File: config.mk
export PLATFORM = sky130hd
export DESIGN_NAME = character_anim_ctrl
export DESIGN_NICKNAME = d
export VERILOG_FILES = /design/src/rtl/character_anim_ctrl.sv
export SDC_FILE = /design/constraint.sdc
export NUM_CORES = 1
export LEC_CHECK = 0
export CAP_MARGIN = 20
export CORE_MARGIN = 1
export CORE_UTILIZATION = 50
export CTS_BUF_LIST = sky130_fd_sc_hd__clkbuf_8
export DETAILED_ROUTE_END_ITERATION = 7
export DONT_BUFFER_PORTS = 1
export PLACE_DENSITY_LB_ADDON = 0.12
export RECOVER_POWER = 50
export SYNTH_ARGS = -nofsm -noshare
export SYNTH_HDL_FRONTEND = slang
export SYNTH_SLANG_ARGS = --single-unit
File: constraint.sdc
create_clock -name Clk -period 7.95 [get_ports Clk]
set_clock_uncertainty 0.1 [all_clocks]
set_input_delay 1.59 -clock Clk [delete_from_list [all_inputs] [get_ports Clk]]
set_output_delay 1.59 -clock Clk [all_outputs]
set_load 0.03 [all_outputs]
File: src/rtl/character_anim_ctrl.sv
// Per-player animation/motion sequencer: state, frame index and x position for the sprite renderer.
// Optional CHAR_ANIM_COMBO_EN: holding the attack key at the end of an attack restarts it directly.
module character_anim_ctrl #(
  parameter int          TICKS_PER_FRAME = 4,
  parameter int          N_STAND   = 9,
  parameter int          N_FWD     = 10,
  parameter int          N_BWD     = 9,
  parameter int          N_ATTACK  = 6,
  parameter int          N_DEFENSE = 1,
  parameter int          N_HURT    = 5,
  parameter int          ACT_FIRST = 2,
  parameter int          ACT_LAST  = 3,
  parameter logic [18:0] START_X   = 19'd100,
  parameter logic [18:0] X_MIN     = 19'd0,
  parameter logic [18:0] STEP      = 19'd4,
  parameter logic [18:0] MIN_GAP   = 19'd80,
  parameter logic [7:0]  KEY_LEFT  = 8'h04,
  parameter logic [7:0]  KEY_RIGHT = 8'h07,
  parameter logic [7:0]  KEY_ATK   = 8'h0D,
  parameter logic [7:0]  KEY_DEF   = 8'h0E
) (
  input  logic        Clk,
  input  logic        Reset,
  input  logic        frame_clk,
  input  logic [7:0]  keycode,
  input  logic        hit_in,
  input  logic [18:0] opponent_x,
  output logic [7:0]  character_state,
  output logic [7:0]  frame_num,
  output logic [18:0] character_x,
  output logic        attack_active
);
  localparam logic [7:0] ST_STAND = 8'd0, ST_ATK = 8'd1, ST_MOVL = 8'd2,
                         ST_MOVR  = 8'd3, ST_DEF = 8'd4, ST_HURT = 8'd5;
  localparam int CW = (TICKS_PER_FRAME > 1) ? $clog2(TICKS_PER_FRAME) : 1;

  logic [2:0]    sync_pipe;
  logic          tick;
  logic [CW-1:0] tick_cnt, cnt_nxt;
  logic          hit_pend, hp_nxt;
  logic [7:0]    st_nxt, fr_nxt, key_st, n_cur;
  logic [18:0]   x_nxt;
  logic          act_nxt, wrap, shielded;
  logic [20:0]   x_wide;

  function automatic logic [7:0] n_frames(input logic [7:0] s);
    case (s)
      ST_ATK:  return 8'(N_ATTACK);
      ST_MOVL: return 8'(N_BWD);
      ST_MOVR: return 8'(N_FWD);
      ST_DEF:  return 8'(N_DEFENSE);
      ST_HURT: return 8'(N_HURT);
      default: return 8'(N_STAND);
    endcase
  endfunction

  // Tick is registered so outputs move three edges after frame_clk is first seen high.
  always_ff @(posedge Clk) begin
    if (Reset) begin
      sync_pipe <= '0;
      tick      <= 1'b0;
    end else begin
      sync_pipe <= {sync_pipe[1:0], frame_clk};
      tick      <= sync_pipe[1] & ~sync_pipe[2];
    end
  end

  always_ff @(posedge Clk) begin
    if (Reset) begin
      character_state <= ST_STAND;
      frame_num       <= 8'd0;
      tick_cnt        <= '0;
      hit_pend        <= 1'b0;
      character_x     <= START_X;
      attack_active   <= 1'b0;
    end else begin
      character_state <= st_nxt;
      frame_num       <= fr_nxt;
      tick_cnt        <= cnt_nxt;
      hit_pend        <= hp_nxt;
      character_x     <= x_nxt;
      attack_active   <= act_nxt;
    end
  end

  always_comb begin
    case (keycode)
      KEY_ATK:   key_st = ST_ATK;
      KEY_DEF:   key_st = ST_DEF;
      KEY_LEFT:  key_st = ST_MOVL;
      KEY_RIGHT: key_st = ST_MOVR;
      default:   key_st = ST_STAND;
    endcase
  end

  // Next-state: decisions only on tick; hits during defense/hurt never latch.
  always_comb begin
    st_nxt   = character_state;
    fr_nxt   = frame_num;
    cnt_nxt  = tick_cnt;
    n_cur    = n_frames(character_state);
    wrap     = (tick_cnt == CW'(TICKS_PER_FRAME - 1));
    shielded = (character_state == ST_DEF) || (character_state == ST_HURT);
    hp_nxt   = tick ? (hit_in & ~shielded) : (hit_pend | (hit_in & ~shielded));
    if (tick) begin
      if (hit_pend && !shielded) begin
        st_nxt  = ST_HURT;
        fr_nxt  = 8'd0;
        cnt_nxt = '0;
      end else if (character_state == ST_ATK || character_state == ST_HURT) begin
        cnt_nxt = wrap ? '0 : tick_cnt + 1'b1;
        if (wrap) begin
          if (frame_num == n_cur - 8'd1) begin
`ifdef CHAR_ANIM_COMBO_EN
            st_nxt = (character_state == ST_ATK && keycode == KEY_ATK) ? ST_ATK : ST_STAND;
`else
            st_nxt = ST_STAND;
`endif
            fr_nxt = 8'd0;
          end else begin
            fr_nxt = frame_num + 8'd1;
          end
        end
      end else if (key_st != character_state) begin
        st_nxt  = key_st;
        fr_nxt  = 8'd0;
        cnt_nxt = '0;
      end else begin
        cnt_nxt = wrap ? '0 : tick_cnt + 1'b1;
        if (wrap) fr_nxt = (frame_num == n_cur - 8'd1) ? 8'd0 : frame_num + 8'd1;
      end
    end
  end

  // Motion follows the post-decision state so the entry tick already moves.
  always_comb begin
    x_nxt   = character_x;
    x_wide  = {2'b00, character_x} + {2'b00, STEP} + {2'b00, MIN_GAP};
    act_nxt = (st_nxt == ST_ATK) && (fr_nxt >= 8'(ACT_FIRST)) && (fr_nxt <= 8'(ACT_LAST));
    if (tick && st_nxt == ST_MOVL)
      x_nxt = ({2'b00, character_x} >= {2'b00, X_MIN} + {2'b00, STEP}) ? character_x - STEP : X_MIN;
    else if (tick && st_nxt == ST_MOVR && x_wide <= {2'b00, opponent_x})
      x_nxt = character_x + STEP;
  end
endmodule
==> reports/summary.txt, run 1 <==
status = complete, no violations
Buffers on Ports = 0
CTS Root Cell = clkbuf_8
RePlAce Congestion = 0.8706
Top Usage Layer GRT = met2
Max Buffers Root-to-Sink = 2
io pins = 67
Final setup violation count = 0
max_slew headroom = 0.4303
CTS clk-pin slew, worst paths = 0.10 ns
P per Cell Area = 107.3 nW/um^2
Syn Std Cell Area = 3638 um^2
RSZ-0062 raised after global routing = no
CP Capture Type = flip-flop
1st-iter DRT viols = 244
hold path startpoint = sync_pipe[2]$_SDFF_PP0_
TNS Setup = 0 ns
post-CTS setup buffer count = 0
Worst EP required = 8.05 ns
FMAX = 187.2 MHz
Period Utilization, post-route = 0.6719
sequential share of the synthesized area = 0.2256
met1 usage = 0.3640
initial antenna violation count = 0
max cap viols = 0
post-synthesis register bit count = 41
DRT antenna net count = 0
CP top delay family = simple AND/OR/NAND/NOR gates
FP Rows = 30
fin crit period = 5.342 ns
Total Power = 399.8 uW
vias in the first global route = 3011
Critical Path Fanout Max = 16
met3 usage = 0.05118
TritonCTS sink count = 41
Area Growth Syn to Fin = 2.441%
CTS Hold Buffers Added = 0
reg2reg start = character_x[3]$_SDFFE_PP0P_
worst ir drop on vdd = 0.06917 mV
via count = 3424
slowest cell on the critical path = dfxtp_1
DRC viols = 0
Worst path max stage delay = 0.75 ns
Final Hold Fails = 0
CP startpoint = character_x[3]$_SDFFE_PP0P_
H-tree depth = 2
final max-slew violation count = 0
die area = 7622 um^2
Layout Nets = 507
total gr overflow = 0
share of post-route cells with drive strength above 1 = 0.08590
Worst Tran Pin Value = 0.8330 ns
Post-synth EDFFs = 0
Core Box Area = 6907 um^2
CTS resizes = 0
leakage = 0.001377 uW
DR WL/cell = 17.28 um
commonest non-fill, non-tap cells in the layout = 44 x nand2_1, 41 x dfxtp_1, 36 x inv_1, 35 x nor2_1, 28 x a21oi_1
number of CTS-inserted buffers = 5
die width = 87.31 um
crit path cell chain = ha_1, o21ai_0, a21boi_0, nand3_1, nor2_1, nand2_1, xnor2_1, ha_1, nand4_1, or4_1, o32ai_1, a31oi_4, nor3_4, nor2_1, o31ai_1
class of the worst hold path = reg -> reg
most common cell after layout, fill and taps aside = nand2_1
YS warnings = 0
dpl hpwl = 7039 um
GR Util met2 = 0.3913
total track usage = 0.2536
CTS tree = yes
total length of routed wires = 9506 um
WS Path Type = reg -> reg
insertion delay to the later sink of the worst-skew pair = 0.30 ns
syn_area_per_cell = 7.660 um^2
Netlist cell types = 84
Mapped Cells = 475
# diodes = 0
Arr. time, crit path = 5.44 ns
Synth async-reset ratio = 0
first-pass GRT wire length = 15190 um
Die Y-Extent = 87.31 um
largest net degree at the start of global routing = 34
Worst Path Buf+Inv = 0
Initial Utilization = 0.5268
Vias/cell = 6.225
Initial DRT Pass Iterations = 5
Post-synth top flop = dfxtp_1
Critical Path Start Type = flip-flop
fillers = 697
-- flip-flops by register name (all words and copies together) (netlist names) --
| name | flops |
|---|---|
| attack_active | 1 |
| frame_num | 8 |
| character_state | 8 |
| tick | 1 |
| sync_pipe | 3 |
| character_x | 17 |
| tick_cnt | 2 |
| hit_pend | 1 |
-- path summary, 6_finish.rpt --
kind / to / slack, ns / cells past startpoint
setup / recovery: character_x[18]$_SDFFE_PP0P_ / 2.61 / 15
hold / removal: tick$_SDFF_PP0_ / 0.29 / 1
setup reg to reg: character_x[18]$_SDFFE_PP0P_ / 2.61 / 15
hold reg to reg: tick$_SDFF_PP0_ / 0.29 / 1
-- per-layer routing --
layer | share of wire | up-vias
met5 | 0 | -
met4 | 0.0079 | 0
met3 | 0.063 | 6
met2 | 0.44 | 106
met1 | 0.49 | 1620
li1 | - | 1692
-- area by class of cell --
type	count	area [um^2]	share of cell area
Multi-Input combinational cell	366	2527	0.6781
Clock inverter	1	8.758	0.002350
Timing Repair Buffer	2	15.01	0.004028
Inverter	37	138.9	0.03726
Clock buffer	7	96.34	0.02585
Sequential cell	41	820.8	0.2202
Tap cell	96	120.1	0.03223
-- through the flow --
step / setup WS, ns / util / cells / hold slack [ns] / area (um^2)
after floorplan: 3.514 / - / 477 / 0.2674 / 3646
after global placement: 2.914 / 0.5254 / 542 / 0.2725 / 3628
after detailed placement: 2.689 / 0.5254 / 542 / 0.2749 / 3628
after CTS: 2.668 / 0.5406 / 550 / 0.2879 / 3734
after global routing: 2.260 / 0.5397 / 550 / 0.3078 / 3727
final: 2.608 / 0.5397 / 550 / 0.2893 / 3727
-- report_power, final --
group,switching [uW],internal [uW]
sequential,2.18,207
combinational,17.7,11.2
clock,81.6,80.4
-- logic make-up (layout without fill, tap and decap cells) --
kind of cell	Yosys count	in the layout	share of synthesized area
AO/OA/AOI/OAI	131	131	0.2858
XOR/XNOR	20	20	0.04814
adder cells (fa/ha/maj)	23	23	0.07909
buffers and inverters	70	47	0.08012
flip-flops	41	41	0.2256
multiplexers	3	3	0.008253
other	1	3	0.001031
AND/OR/NAND/NOR	186	186	0.2720
-- cell usage after synthesis, types with 2 or more instances --
master     n  area, um^2
a311oi_1   2       17.52
a21oi_1   28       140.1
xnor2_1   12       105.1
a211oi_1   7       52.55
nor3_1    15       75.07
nor2_1    35       131.4
xor2_1     8       70.07
o21ai_0   20       100.1
buf_6      2       22.52
clkbuf_1  25       93.84
and3_1     9       56.30
a21o_1    10       75.07
o21a_1     7       52.55
nand2_1   44       165.2
inv_1     36       135.1
nand4_1   11       68.82
o31ai_1    4       30.03
or2_2      4       25.02
o311a_1    3       30.03
o21ba_2    2       20.02
or3_1      4       25.02
ha_1      23       287.8
dfxtp_1   41       820.8
and2_1     6       37.54
nand3_1   21       105.1
nor2b_1    7       43.79
buf_4      3       22.52
o211a_1    3       30.03
mux2i_1    3       30.03
a31o_2     2       17.52
nand4_2    2       25.02
nor4_1    13       81.33
or4_1      2       15.01
buf_2      2       10.01
a31oi_1    8       50.05
o41ai_1    3       26.28
Note: power is estimated with default switching activity, not from simulation.
==> run 2, diff against run 1 <==
- ABC_AREA: unset -> 1
- clock period: 7.95 -> 4.9 ns (I/O delays scaled with it)
==> run 2 against run 1 <==
Synthesized area rose by 5.8%. Via count up 10%. Power is 68% higher. Die area rose by 5.7%. Setup slack worse by 1.7 ns. Core utilization up 0.22 points. Largest cell class unchanged. Critical endpoint is now character_x[11]$_SDFFE_PP0P_. Count of clock-buffer cells in the layout fell by 2.
==> reports/summary.txt, run 2 <==
status = complete, no violations (unchanged)
max FFs per register = 17 (unchanged)
class of the worst hold path = reg -> reg (unchanged)
FMAX = 248.4 MHz (was 187.2 MHz)
number of CTS-inserted buffers = 5 (unchanged)
Period Utilization, post-route = 0.8217 (was 0.6719)
largest family of logic cells by synthesized area = simple AND/OR/NAND/NOR gates (was compound AO/OA/AOI/OAI gates)
Area Growth Syn to Fin = 3.185% (was 2.441%)
Syn Std Cell Area = 3850 um^2 (was 3638 um^2)
Buffers on Ports = 0 (unchanged)
first-pass GRT wire length = 16550 um (was 15190 um)
WS Path Type = reg -> reg (unchanged)
share of post-route cells with drive strength above 1 = 0.08388 (was 0.08590)
CTS Root Cell = clkbuf_8 (unchanged)
TNS Setup = 0 ns (unchanged)
io pins = 67 (unchanged)
Die Y-Extent = 89.75 um (was 87.31 um)
post-CTS setup buffer count = 0 (unchanged)
DP Area = 3865 um^2 (was 3628 um^2)
Vias/cell = 5.348 (was 6.225)
cell taking the most area after synthesis = dfxtp_1 (unchanged)
1st-iter DRT viols = 273 (was 244)
Critical Path Start Type = flip-flop (unchanged)
Layout Nets = 661 (was 507)
CP Capture Type = flip-flop (unchanged)
RSZ-0062 raised after global routing = no (unchanged)
CTS clk-pin slew, worst paths = 0.09 ns (was 0.10 ns)
Synth top cells by count = 146 x nand2_1, 93 x inv_1, 82 x nor2_1, 41 x dfxtp_1, 36 x xor2_1 (was 44 x nand2_1, 41 x dfxtp_1, 36 x inv_1, 35 x nor2_1, 28 x a21oi_1)
DRC viols = 0 (unchanged)
TritonCTS sink count = 41 (unchanged)
Initial DRT Pass Iterations = 5 (unchanged)
worst ir drop on vdd = 0.1518 mV (was 0.06917 mV)
P per Cell Area = 169.4 nW/um^2 (was 107.3 nW/um^2)
via count = 3781 (was 3424)
YS warnings = 0 (unchanged)
fin crit period = 4.026 ns (was 5.342 ns)
multiplexer share of the synthesized area = 0 (was 0.008253)
Final Hold Fails = 0 (unchanged)
Largest regs = character_x: 17 flops, character_state: 8 flops, frame_num: 8 flops (unchanged)
Max Buffers Root-to-Sink = 2 (unchanged)
die area = 8055 um^2 (was 7622 um^2)
insertion delay to the later sink of the worst-skew pair = 0.31 ns (was 0.30 ns)
commonest non-fill, non-tap cells in the layout = 146 x nand2_1, 93 x inv_1, 82 x nor2_1, 41 x dfxtp_1, 36 x xor2_1 (was 44 x nand2_1, 41 x dfxtp_1, 36 x inv_1, 35 x nor2_1, 28 x a21oi_1)
H-tree depth = 2 (unchanged)
max cap viols = 0 (unchanged)
Mapped Cells = 615 (was 475)
Worst Tran Pin Value = 0.7744 ns (was 0.8330 ns)
DR WL/cell = 13.86 um (was 17.28 um)
cell with the most instances after synthesis = nand2_1 (unchanged)
total track usage = 0.2524 (was 0.2536)
Final setup violation count = 0 (unchanged)
Netlist cell types = 40 (was 84)
top-area cell type share of the netlist area = 0.2132 (was 0.2256)
Post-Synth Adder-Cell Area = 0.07475 (was 0.07909)
CTS Hold Buffers Added = 0 (unchanged)
CTS resizes = 0 (unchanged)
DRT antenna net count = 0 (unchanged)
total gr overflow = 0 (unchanged)
Area contributors post-synth = dfxtp_1 21%, nand2_1 14%, inv_1 9.1% (was dfxtp_1 23%, ha_1 7.9%, nand2_1 4.5%)
Post-synth EDFFs = 0 (unchanged)
dpl hpwl = 7762 um (was 7039 um)
Post-synth top flop = dfxtp_1 (unchanged)
post-synthesis register bit count = 41 (unchanged)
vias in the first global route = 3423 (was 3011)
initial antenna violation count = 0 (unchanged)
die width = 89.75 um (was 87.31 um)
Synth Area in Simple Gates = 0.3841 (was 0.2720)
post-route cell area = 3973 um^2 (was 3727 um^2)
total length of routed wires = 9802 um (was 9506 um)
largest net degree at the start of global routing = 27 (was 34)
Core Box Area = 7331 um^2 (was 6907 um^2)
Synth async-reset ratio = 0 (unchanged)
final max-slew violation count = 0 (unchanged)
Arr. time, crit path = 4.13 ns (was 5.44 ns)
FP Rows = 31 (was 30)
RePlAce Congestion = 0.9081 (was 0.8706)
max_slew headroom = 0.4837 (was 0.4303)
syn_area_per_cell = 6.260 um^2 (was 7.660 um^2)
Largest Register = character_x (unchanged)
Critical Path Fanout Max = 25 (was 16)
sequential share of the synthesized area = 0.2132 (was 0.2256)
leakage = 0.001997 uW (was 0.001377 uW)
most common cell after layout, fill and taps aside = nand2_1 (unchanged)
# diodes = 0 (unchanged)
post-synthesis compound-gate area fraction = 0.1011 (was 0.2858)
Initial Utilization = 0.5252 (was 0.5268)
fillers = 761 (was 697)
Synth Area in XOR/XNOR = 0.09100 (was 0.04814)
Worst EP required = 5.00 ns (was 8.05 ns)
CTS tree = yes (unchanged)
-- run 2: cell type report --
cell class | count | area [um^2] | area share
multi-input cells | 454 | 2517 | 0.6337
flip-flops and latches | 41 | 820.8 | 0.2066
inverters | 103 | 387.9 | 0.09764
well taps | 99 | 123.9 | 0.03118
clock buffers | 5 | 68.82 | 0.01732
clock inverters | 3 | 46.29 | 0.01165
repair buffers | 2 | 7.507 | 0.001890
-- run 2: cells by family after synthesis --
kind of cell / Yosys count
AOI/OAI and AO/OA: 69
other: 1
and+or+nand+nor: 319
xor gates and xnor gates: 40
buffers and inverters: 122
adders and majority gates: 23
DFF: 41
-- run 2: path summary, 6_finish.rpt --
path                                                  start                           end  slack, ns  cells after the start
worst max-delay path            character_x[2]$_SDFFE_PP1P_  character_x[11]$_SDFFE_PP0P_       0.87                     20
worst min-delay path                sync_pipe[2]$_SDFF_PP0_               tick$_SDFF_PP0_       0.29                      1
worst max register to register  character_x[2]$_SDFFE_PP1P_  character_x[11]$_SDFFE_PP0P_       0.87                     20
worst min register to register      sync_pipe[2]$_SDFF_PP0_               tick$_SDFF_PP0_       0.29                      1
-- run 2: per-stage QoR --
step | setup slack [ns] | total power (uW) | hold slack, ns | util | std cells
6_report | 0.8735 | 672.9 | 0.2942 | 0.5419 | 707
5_1_grt | 0.5152 | 701.3 | 0.3174 | 0.5419 | 707
4_1_cts | 0.9192 | 678.6 | 0.2965 | 0.5429 | 707
3_5_place_dp | 0.9239 | 394.4 | 0.2836 | 0.5272 | 699
3_3_place_gp | 1.090 | 392.9 | 0.2777 | 0.5272 | 699
2_1_floorplan | 1.503 | 389.7 | 0.2744 | - | 617
-- run 2: layer usage --
| metal | routed length (um) | share of wire | vias up | global-route usage |
|---|---|---|---|---|
| met5 | 0 | 0 | - | 0 |
| met2 | 4256 | 0.43 | 149 | 0.3917 |
| li1 | - | - | 1912 | - |
| met3 | 802 | 0.082 | 7 | 0.05668 |
| met1 | 4684 | 0.48 | 1713 | 0.3526 |
| met4 | 60 | 0.0061 | 0 | 0.06284 |
-- run 2: where the power goes --
| part | leakage (uW) | switching [uW] | internal (uW) |
|---|---|---|---|
| clock network | 0.0000543 | 134 | 153 |
| registers | 0.000331 | 3.67 | 336 |
| logic | 0.00161 | 30.8 | 16.3 |
| total | 0.00200 | 168 | 505 |
-- run 2: critical path, stage by stage (launching register included) --
cell and delay [ns]:
dfxtp_1 0.66, ha_1 0.27, inv_1 0.08, a21oi_1 0.23
nor2_1 0.07, nor2_1 0.31, inv_1 0.10, nor2_1 0.17
nand2_1 0.08, xor2_1 0.15, ha_1 0.29, nand2_1 0.05
nor2_1 0.15, nand2_1 0.07, or3_1 0.31, nand2_1 0.13
nand3_4 0.12, nand2_4 0.27, o21ai_0 0.15, nor2_1 0.10
nor2_1 0.04
==> run 3, diff against run 2 <==
- clock period: 4.9 -> 4.2 ns (I/O delays scaled with it)
==> run 3 against run 2 <==
Worst hold slack gained 0.0012 ns. Largest cell class unchanged. Fmax grew 3.9%. Cell count grew 1.4%. Highest routed layer unchanged. Core utilization grew 0.97 points. Setup slack lost 0.55 ns. Global-route usage grew 0.55 points. Count of clock-buffer cells in the layout is the same. Via count is essentially flat. Sequential power grew 17%. Largest power group unchanged. Die area is the same.
==> reports/summary.txt, run 3 (synthesis gave the netlist of run 2 again) <==
worst hold slack = 0.2953 ns (was 0.2942 ns)
status = complete, no violations (unchanged)
Max Buffers Root-to-Sink = 2 (unchanged)
CP top delay family = simple AND/OR/NAND/NOR gates (unchanged)
worst ir drop on vdd = 0.1652 mV (was 0.1518 mV)
insertion delay to the later sink of the worst-skew pair = 0.29 ns (was 0.31 ns)
post-route core utilization = 0.5516 (was 0.5419)
Arr. time, crit path = 3.96 ns (was 4.13 ns)
DRC viols = 0 (unchanged)
fin crit period = 3.875 ns (was 4.026 ns)
worst setup margin = 0.3246 ns (was 0.8735 ns)
hold path cells = 1 (unchanged)
FP Rows = 31 (unchanged)
io pins = 67 (unchanged)
Buffers on Ports = 0 (unchanged)
clock share of power = 0.456 (was 0.426)
Final setup violation count = 0 (unchanged)
CTS tree = yes (unchanged)
reg2reg start = character_x[2]$_SDFFE_PP1P_ (unchanged)
post-route cell area = 4044 um^2 (was 3973 um^2)
sequential share of power = 0.477 (was 0.504)
DP Area = 3940 um^2 (was 3865 um^2)
# diodes = 0 (unchanged)
vias in the first global route = 3589 (was 3423)
die width = 89.75 um (unchanged)
Switching Fraction = 0.2196 (was 0.2502)
DRT antenna net count = 0 (unchanged)
cells on worst reg2reg path = 22 (was 20)
H-tree depth = 2 (unchanged)
WS Path Type = reg -> reg (unchanged)
Critical Path Start Type = flip-flop (unchanged)
setup slack, reg-to-reg = 0.32 ns (was 0.87 ns)
most common cell after layout, fill and taps aside = nand2_1 (unchanged)
DR WL/cell = 13.96 um (was 13.86 um)
Place WS = 0.2559 ns (was 0.9239 ns)
Multi-input gate area = 2515 um^2 (was 2517 um^2)
initial antenna violation count = 0 (unchanged)
Die Y-Extent = 89.75 um (unchanged)
RePlAce Congestion = 0.9283 (was 0.9081)
RSZ-0062 raised after global routing = no (unchanged)
TNS Setup = 0 ns (unchanged)
FF-to-FF End = character_x[11]$_SDFFE_PP0P_ (unchanged)
Largest Register = character_x (unchanged)
cell internal pwr = 646.8 uW (was 504.6 uW)
largest net degree at the start of global routing = 27 (unchanged)
CTS Root Cell = clkbuf_8 (unchanged)
final max-slew violation count = 0 (unchanged)
fillers = 754 (was 761)
Worst Path Buf+Inv = 2 (unchanged)
TritonCTS sink count = 41 (unchanged)
Period Utilization, post-route = 0.9227 (was 0.8217)
die area = 8055 um^2 (unchanged)
total track usage = 0.2579 (was 0.2524)
Hold EP = tick$_SDFF_PP0_ (unchanged)
Critical Path Fanout Max = 25 (unchanged)
max FFs per register = 17 (unchanged)
Core Box Area = 7331 um^2 (unchanged)
total length of routed wires = 10010 um (was 9802 um)
post-CTS setup buffer count = 0 (unchanged)
total gr overflow = 0 (unchanged)
dpl hpwl = 7839 um (was 7762 um)
leakage = 0.002044 uW (was 0.001997 uW)
Vias/cell = 5.276 (was 5.348)
Initial DRT Pass Iterations = 5 (unchanged)
Area Growth Syn to Fin = 5.037% (was 3.185%)
FMAX = 258.0 MHz (was 248.4 MHz)
CTS Hold Buffers Added = 0 (unchanged)
CP Capture Type = flip-flop (unchanged)
Layout Nets = 671 (was 661)
share of post-route cells with drive strength above 1 = 0.09061 (was 0.08388)
number of CTS-inserted buffers = 5 (unchanged)
via count = 3783 (was 3781)
Worst path max stage delay = 0.50 ns (was 0.66 ns)
Initial Utilization = 0.5252 (unchanged)
slowest cell on the critical path = dfxtp_1 (unchanged)
class of the worst hold path = reg -> reg (unchanged)
Worst EP required = 4.29 ns (was 5.00 ns)
CP most frequent cell = nor2_1 (unchanged)
CTS clk-pin slew, worst paths = 0.08 ns (was 0.09 ns)
register area = 823.3 um^2 (was 820.8 um^2)
Largest regs = character_x: 17 flops, character_state: 8 flops, frame_num: 8 flops (unchanged)
commonest non-fill, non-tap cells in the layout = 146 x nand2_1, 93 x inv_1, 83 x nor2_1, 39 x dfxtp_1, 36 x xor2_1 (was 146 x nand2_1, 93 x inv_1, 82 x nor2_1, 41 x dfxtp_1, 36 x xor2_1)
P per Cell Area = 205.0 nW/um^2 (was 169.4 nW/um^2)
first-pass GRT wire length = 16970 um (was 16550 um)
1st-iter DRT viols = 214 (was 273)
crit path cell chain = ha_1, inv_1, a21oi_1, nor2_1, nor2_1, inv_1, nor2_1, nand2_1, xor2_1, ha_1, a21oi_1, nor2_1, a211oi_1, nand2_1, nand2_1, nand2_1, nand2_1, nand3_4, nand2_4, o21ai_0, nor2_1, nor2_1 (was ha_1, inv_1, a21oi_1, nor2_1, nor2_1, inv_1, nor2_1, nand2_1, xor2_1, ha_1, nand2_1, nor2_1, nand2_1, or3_1, nand2_1, nand3_4, nand2_4, o21ai_0, nor2_1, nor2_1)
max_slew headroom = 0.4843 (was 0.4837)
Comb pwr share = 0.067 (was 0.070)
Final Hold Fails = 0 (unchanged)
Net Sw Power = 182.0 uW (was 168.4 uW)
hold path startpoint = sync_pipe[2]$_SDFF_PP0_ (unchanged)
Worst Tran Pin Value = 0.7736 ns (was 0.7744 ns)
max cap viols = 0 (unchanged)
==> run 3: repair_timing <==
action	in CTS	in global routing
gates resized for setup	0	2
endpoints found under the setup margin	0	14
endpoints found under the hold margin	0	0
==> run 3: worst max-delay path by stage <==
stage / start / to / slack, ns / cells after the start
finish: character_x[2]$_SDFFE_PP1P_ / character_x[11]$_SDFFE_PP0P_ / 0.32 / 22
global route: character_x[2]$_SDFFE_PP1P_ / character_x[14]$_SDFFE_PP0P_ / 0.01 / 25
CTS: character_x[3]$_SDFFE_PP0P_ / character_x[11]$_SDFFE_PP0P_ / 0.23 / 20
detailed placement: character_x[3]$_SDFFE_PP0P_ / character_x[18]$_SDFFE_PP0P_ / 0.26 / 20
global placement: character_x[3]$_SDFFE_PP0P_ / character_x[14]$_SDFFE_PP0P_ / 0.42 / 20
floorplan: character_x[2]$_SDFFE_PP1P_ / character_x[12]$_SDFFE_PP0P_ / 0.80 / 21
==> run 3: per-layer routing <==
metal | vias up | wire [um] | track usage | part of all wire
met2 | 141 | 4252 | 0.4058 | 0.42
met5 | - | 0 | 0 | 0
met1 | 1687 | 4926 | 0.3600 | 0.49
met3 | 12 | 720 | 0.04992 | 0.072
li1 | 1943 | - | - | -
met4 | 0 | 107 | 0.06557 | 0.011
==> run 3: area by class of cell <==
class,instances,area share
multi-input cells,454,0.6219
flip-flops and latches,41,0.2036
inverters,103,0.09592
well taps,99,0.03063
clock buffers,5,0.01702
clock inverters,3,0.01609
repair buffers,12,0.01485
==> run 3: stage by stage <==
step	total power [uW]	instances
2_1_floorplan	454.7	617
3_3_place_gp	458.5	709
3_5_place_dp	460.2	709
4_1_cts	838.6	717
5_1_grt	863.6	717
6_report	828.8	717
==> run 3: power groups by stage <==
| stage | clock network, uW | logic [uW] | registers [uW] |
|---|---|---|---|
| floorplan | 0 | 50.5 | 404 |
| global placement | 0 | 53.8 | 405 |
| detailed placement | 0 | 55.2 | 405 |
| CTS | 387 | 55.7 | 396 |
| global route | 402 | 64.8 | 396 |
| finish | 378 | 55.6 | 396 |
==> run 3: worst reg2reg max path: stages (launching register included) <==
cell and delay [ns]:
dfxtp_1 0.50, ha_1 0.24, inv_1 0.08, a21oi_1 0.22, nor2_1 0.07, nor2_1 0.31, inv_1 0.11, nor2_1 0.15
nand2_1 0.10, xor2_1 0.16, ha_1 0.30, a21oi_1 0.15, nor2_1 0.06, a211oi_1 0.22, nand2_1 0.10, nand2_1 0.06
nand2_1 0.05, nand2_1 0.11, nand3_4 0.12, nand2_4 0.27, o21ai_0 0.15, nor2_1 0.11, nor2_1 0.05
